[src/rtl/shift_arithmetic.sv]
// Registered 32-bit arithmetic right shifter: log barrel shifter on shamt[4:0] with sign fill,
// saturating to all-sign-bits when any of shamt[31:5] is set. One cycle latency.
module shift_arithmetic (
  input  logic        clk,
  input  logic        rst,
  input  logic        in_valid,
  input  logic [31:0] inp,
  input  logic [31:0] shamt,
  output logic [31:0] out,
  output logic        out_valid
);

  localparam int unsigned W  = 32;
  localparam int unsigned SW = 5;

  logic         sign;
  logic         sat;
  logic [W-1:0] s16, s8, s4, s2, s1;
  logic [W-1:0] out_d, out_q;
  logic         out_valid_d, out_valid_q;

  // Barrel stages, then saturation when the shift amount reaches the full width
  always_comb begin
    sign        = inp[W-1];
    s16         = shamt[4] ? {{16{sign}}, inp[W-1:16]} : inp;
    s8          = shamt[3] ? {{8{sign}},  s16[W-1:8]}  : s16;
    s4          = shamt[2] ? {{4{sign}},  s8[W-1:4]}   : s8;
    s2          = shamt[1] ? {{2{sign}},  s4[W-1:2]}   : s4;
    s1          = shamt[0] ? {sign,       s2[W-1:1]}   : s2;
    sat         = |shamt[W-1:SW];
    out_valid_d = in_valid;
    out_d       = out_q;
    if (in_valid) begin
      out_d = sat ? {W{sign}} : s1;
    end
  end

  always_ff @(posedge clk or negedge rst) begin
    if (!rst) begin
      out_q       <= '0;
      out_valid_q <= 1'b0;
    end else begin
      out_q       <= out_d;
      out_valid_q <= out_valid_d;
    end
  end

  assign out       = out_q;
  assign out_valid = out_valid_q;

endmodule

[config.mk]
export PLATFORM = sky130hd
export DESIGN_NAME = shift_arithmetic
export DESIGN_NICKNAME = d
export VERILOG_FILES = /design/src/rtl/shift_arithmetic.sv
export SDC_FILE = /design/constraint.sdc
export NUM_CORES = 1
export LEC_CHECK = 0
export ABC_CLOCK_PERIOD_IN_PS = 900
export CAP_MARGIN = 20
export CORE_MARGIN = 2
export CORE_UTILIZATION = 48
export CTS_BUF_LIST = sky130_fd_sc_hd__clkbuf_8 sky130_fd_sc_hd__clkbuf_16
export DETAILED_ROUTE_END_ITERATION = 8
export PLACE_DENSITY = 0.82
export REMOVE_ABC_BUFFERS = 1
export SETUP_SLACK_MARGIN = 0.3
export SLEW_MARGIN = 30
export SYNTH_ARGS = -nofsm -noshare
export SYNTH_HDL_FRONTEND = slang
export SYNTH_SLANG_ARGS = --single-unit
export TNS_END_PERCENT = 30
[constraint.sdc]
create_clock -name clk -period 0.9 [get_ports clk]
set_input_delay 0.18 -clock clk [delete_from_list [all_inputs] [get_ports clk]]
set_output_delay 0.18 -clock clk [all_outputs]
set_load 0.01 [all_outputs]
==> metrics.md <==
| Metric | Value |
|---|---|
| Final setup margin | -733.2 ps |
| Crit Path Class | in -> reg |
| Post-synth EDFFs | 0 |
| CP Cell Sequence | buf_6, buf_12, buf_12, mux2_4, buf_4, nor2_1, o41a_1, nor2_2, o32a_1 |
| Largest delay contributor family on the critical path | compound AO/OA/AOI/OAI gates |
| FFs w/ async S/R, synth | 100.0% |
| Drc violations | 0 |
| R2R cell count | 3 |
| Failing checks | negative setup slack |
| Worst Path Max Fanout | 12 |
| DR iter-0 viols | 606 |
| Multi-input logic area | 2740 sq um |
| Simple-gate share of the synthesized area | 14.04% |
| Worst r2r src | out[15] |
| Max-cap viol count | 0 |
| CTS H-tree depth | 2 |
| WP data required | 1060 ps |
| Yosys cell types | 52 |
| Antenna violations before repair | 0 |
| First-pass GRT wire length | 22.09 mm |
| Largest net degree at the start of global routing | 34 |
| Period utilization | 181.5% |
| Die height | 85.42 um |
| Mapped Area | 3182 sq um |
| Final setup fails | 64 |
| Clock root buffer | clkbuf_8 |
| Avg Inst Size Synth | 9.117 sq um |
| Sequential standard cell area | 825.8 sq um |
| LEAKAGE | 2.396 nW |
| Largest family of logic cells by synthesized area | compound AO/OA/AOI/OAI gates |
| TritonCTS clock tree | done |
| VDD IR max | 1028 uV |
| Compound-Gate Fraction of Synth Area | 27.41% |
| Crit. End Element | register |
| Worst Path Buf+Inv | 4 |
| Post-Synth Adder-Cell Area | 0% |
| P&R area growth vs syn | 77.98% |
| Ports | 100 |
| Clk_lat worst skew | 290 ps |
| Port Buf Inserts | 99 |
| Initial Util | 49.82% |
| Relative slew slack | 74.32% |
| Final antenna diode count | 0 |
| Fin nets | 598 |
| GR Overflow Total | 0 |
| Cell count after synthesis | 349 |
| Ys flop type | dfrtp_1 |
| Die area | 7296 sq um |
| Slowest cell on crit path | o32a_1 |
| Total global routing track utilization | 38.94% |
| CP arrival | 1800 ps |
| Sw Share | 34.66% |
| Xor/xnor share of the synthesized area | 0% |
| RSZ-0062 raised after global routing | true |
| Final hold vios | 0 |
| Post-Route WL | 16.58 mm |
| Clock tree buffer depth | 2 |
| Worst stage delay on the critical path | 360 ps |
| Slew @ Worst Pin | 385.1 ps |
| Tmin final | 1633 ps |
| Filler cells | 278 |
| WL per Instance | 27.22 um |
| Part of the power in registers | 28.8% |
| Setup crit start kind | input port |
| DRT Pass-1 Iters | 5 |
| Launch point of the critical path | shamt[2] |
| Die width | 85.42 um |
| CTS Buf Count | 5 |
| Max Clock Skew | 0 ps |
| CP most frequent cell | buf_12 |
| Clock power frac | 24.9% |
| Worst setup endpoint | out[22] |
| Min Hold Slack | 261.4 ps |
| Mux share of post-synthesis cell area | 26.54% |
| Pre-CTS setup slack | -1502 ps |
| ANT nets after route | 0 |
| Seq/Total Area, Yosys | 25.95% |
| Levels on crit path | 9 |
| Row count | 29 |
| Vias per cell | 7.335 |
| Core area | 6386 sq um |
| Share of cells above drive strength 1 | 58.83% |
| CTS sink cnt | 33 |
| Placer Congestion | 1.001 |
| Reg-to-reg slack, setup | -10 ps |
| Worst Hold Class | in -> reg |
| Dpl hpwl | 9.883 mm |
| Slew Viols, Final | 0 |
| Achievable frequency | 612.3 MHz |
| Internal power | 3.870 mW |
| Outcome | complete, but fails checks |
| R2r endpoint | out[15] |
| Vias in the first global route | 4132 |
| Combinational power share | 46.3% |
| Net Switching | 2.053 mW |
| Reg clk slew, reported paths | 70 ps |
| P per Cell Area | 1046 nW/um^2 |
| Syn. warnings | 0 |
| Vias | 4467 |
| Yosys reg bits | 33 |
per-stage QoR:
step | instance area, sq um | util, % | power, mW | cells | TNS [ps]
after global placement | 4833 | 75.69 | 3.896 | 582 | -46460
after global routing | 5663 | 88.68 | 6.055 | 609 | -25110
after detailed placement | 4833 | 75.69 | 3.939 | 582 | -47520
after CTS | 5254 | 82.27 | 5.485 | 598 | -21100
final | 5663 | 88.68 | 5.923 | 609 | -23490
after floorplan | 3015 | - | 2.558 | 313 | -20810
worst reg2reg max path, delay by kind of cell, from the launching register on:
family	cells	cell delay [ps]
flops	1	380
buf+inv	1	140
compound gates	2	280
cells by family after synthesis:
| group | count (synthesis) |
|---|---|
| AO/OA/AOI/OAI | 121 |
| AND/OR/NAND/NOR | 90 |
| multiplexers | 62 |
| buffers and inverters | 43 |
| flip-flops | 33 |
final cells by class:
type,count,area share (%)
Clock buffer,6,1.458
Clock inverter,2,0.5966
Inverter,7,0.5303
Multi-Input combinational cell,273,48.39
Sequential cell,33,14.58
Tap cell,77,1.701
Timing Repair Buffer,211,32.74
sequential cells by signal (all words and copies together) (netlist names):
signal,cells
out,32
out_valid,1
layer usage:
metal	routed length (um)	GRT usage (%)	vias up
met4	1294	15.01	0
met1	5686	49.29	2138
li1	-	-	1760
met3	1811	8.658	155
met5	0	0	-
met2	7785	64.91	414
how the worst min path moves through the flow:
stage | start | to | slack (ps) | cells after the start
6_report | in_valid | out_valid | 260 | 2
5_1_grt | in_valid | out_valid | 260 | 2
4_1_cts | rst | out[21] | 270 | 2
3_5_place_dp | out[7] | out[7] | 490 | 1
3_3_place_gp | out[29] | out[29] | 480 | 1
2_1_floorplan | rst | out[0] | -120 | 0
power groups by stage:
stage	logic [mW]	clock network (mW)	registers, mW
2_1_floorplan	0.784	0	1.77
3_3_place_gp	2.18	0	1.71
3_5_place_dp	2.22	0	1.72
4_1_cts	2.34	1.46	1.69
5_1_grt	2.82	1.52	1.71
6_report	2.74	1.47	1.71
repair_timing:
action | in CTS | in global routing
cloned | 3 | 1
hold buffers | 0 | 0
pin swaps | 43 | 32
endpoints found under the setup margin | 66 | 65
gates resized for setup | 376 | 86
setup buffers | 5 | 10
synth_stat cells, types with 3 or more instances:
cell,instances,share of area (%)
dfrtp_1,33,26
nor2_1,33,3.9
mux2_2,25,8.8
mux2i_1,21,6.6
clkbuf_1,20,2.4
o22ai_1,20,3.9
a21oi_1,17,2.7
mux4_2,15,11
nand3_1,13,2.0
o21ai_0,11,1.7
o22a_1,11,3.0
a211oi_1,10,2.4
buf_2,10,1.6
nand2_1,10,1.2
a31oi_1,8,1.6
o32a_1,8,2.5
nor4_1,7,1.4
inv_1,6,0.71
nand2b_1,6,1.2
a22oi_1,4,0.94
and3_1,4,0.79
o32ai_1,4,1.1
or2_2,4,0.79
a21o_1,3,0.71
a311oi_1,3,0.83
buf_4,3,0.71
nor3_1,3,0.47
nor3b_1,3,0.71
o211ai_1,3,0.71
cell usage in the layout (no fill, tap or decap), types with 4 or more instances in the layout:
cell / count
a211oi_2: 7
a21oi_1: 11
a21oi_2: 5
a31oi_1: 8
buf_12: 6
buf_2: 37
buf_4: 82
buf_6: 38
clkbuf_2: 4
clkbuf_8: 6
clkdlybuf4s15_1: 10
clkdlybuf4s15_2: 7
dfrtp_1: 33
dlygate4sd2_1: 17
inv_1: 5
mux2_2: 12
mux2_4: 14
mux2i_1: 15
mux4_2: 15
nand2_1: 8
nand3_1: 11
nor2_1: 27
nor4_4: 4
o21ai_1: 4
o21ai_2: 4
o22a_1: 11
o22ai_1: 10
o22ai_2: 9
o32a_1: 8
Power figures use the tool's default switching activity.
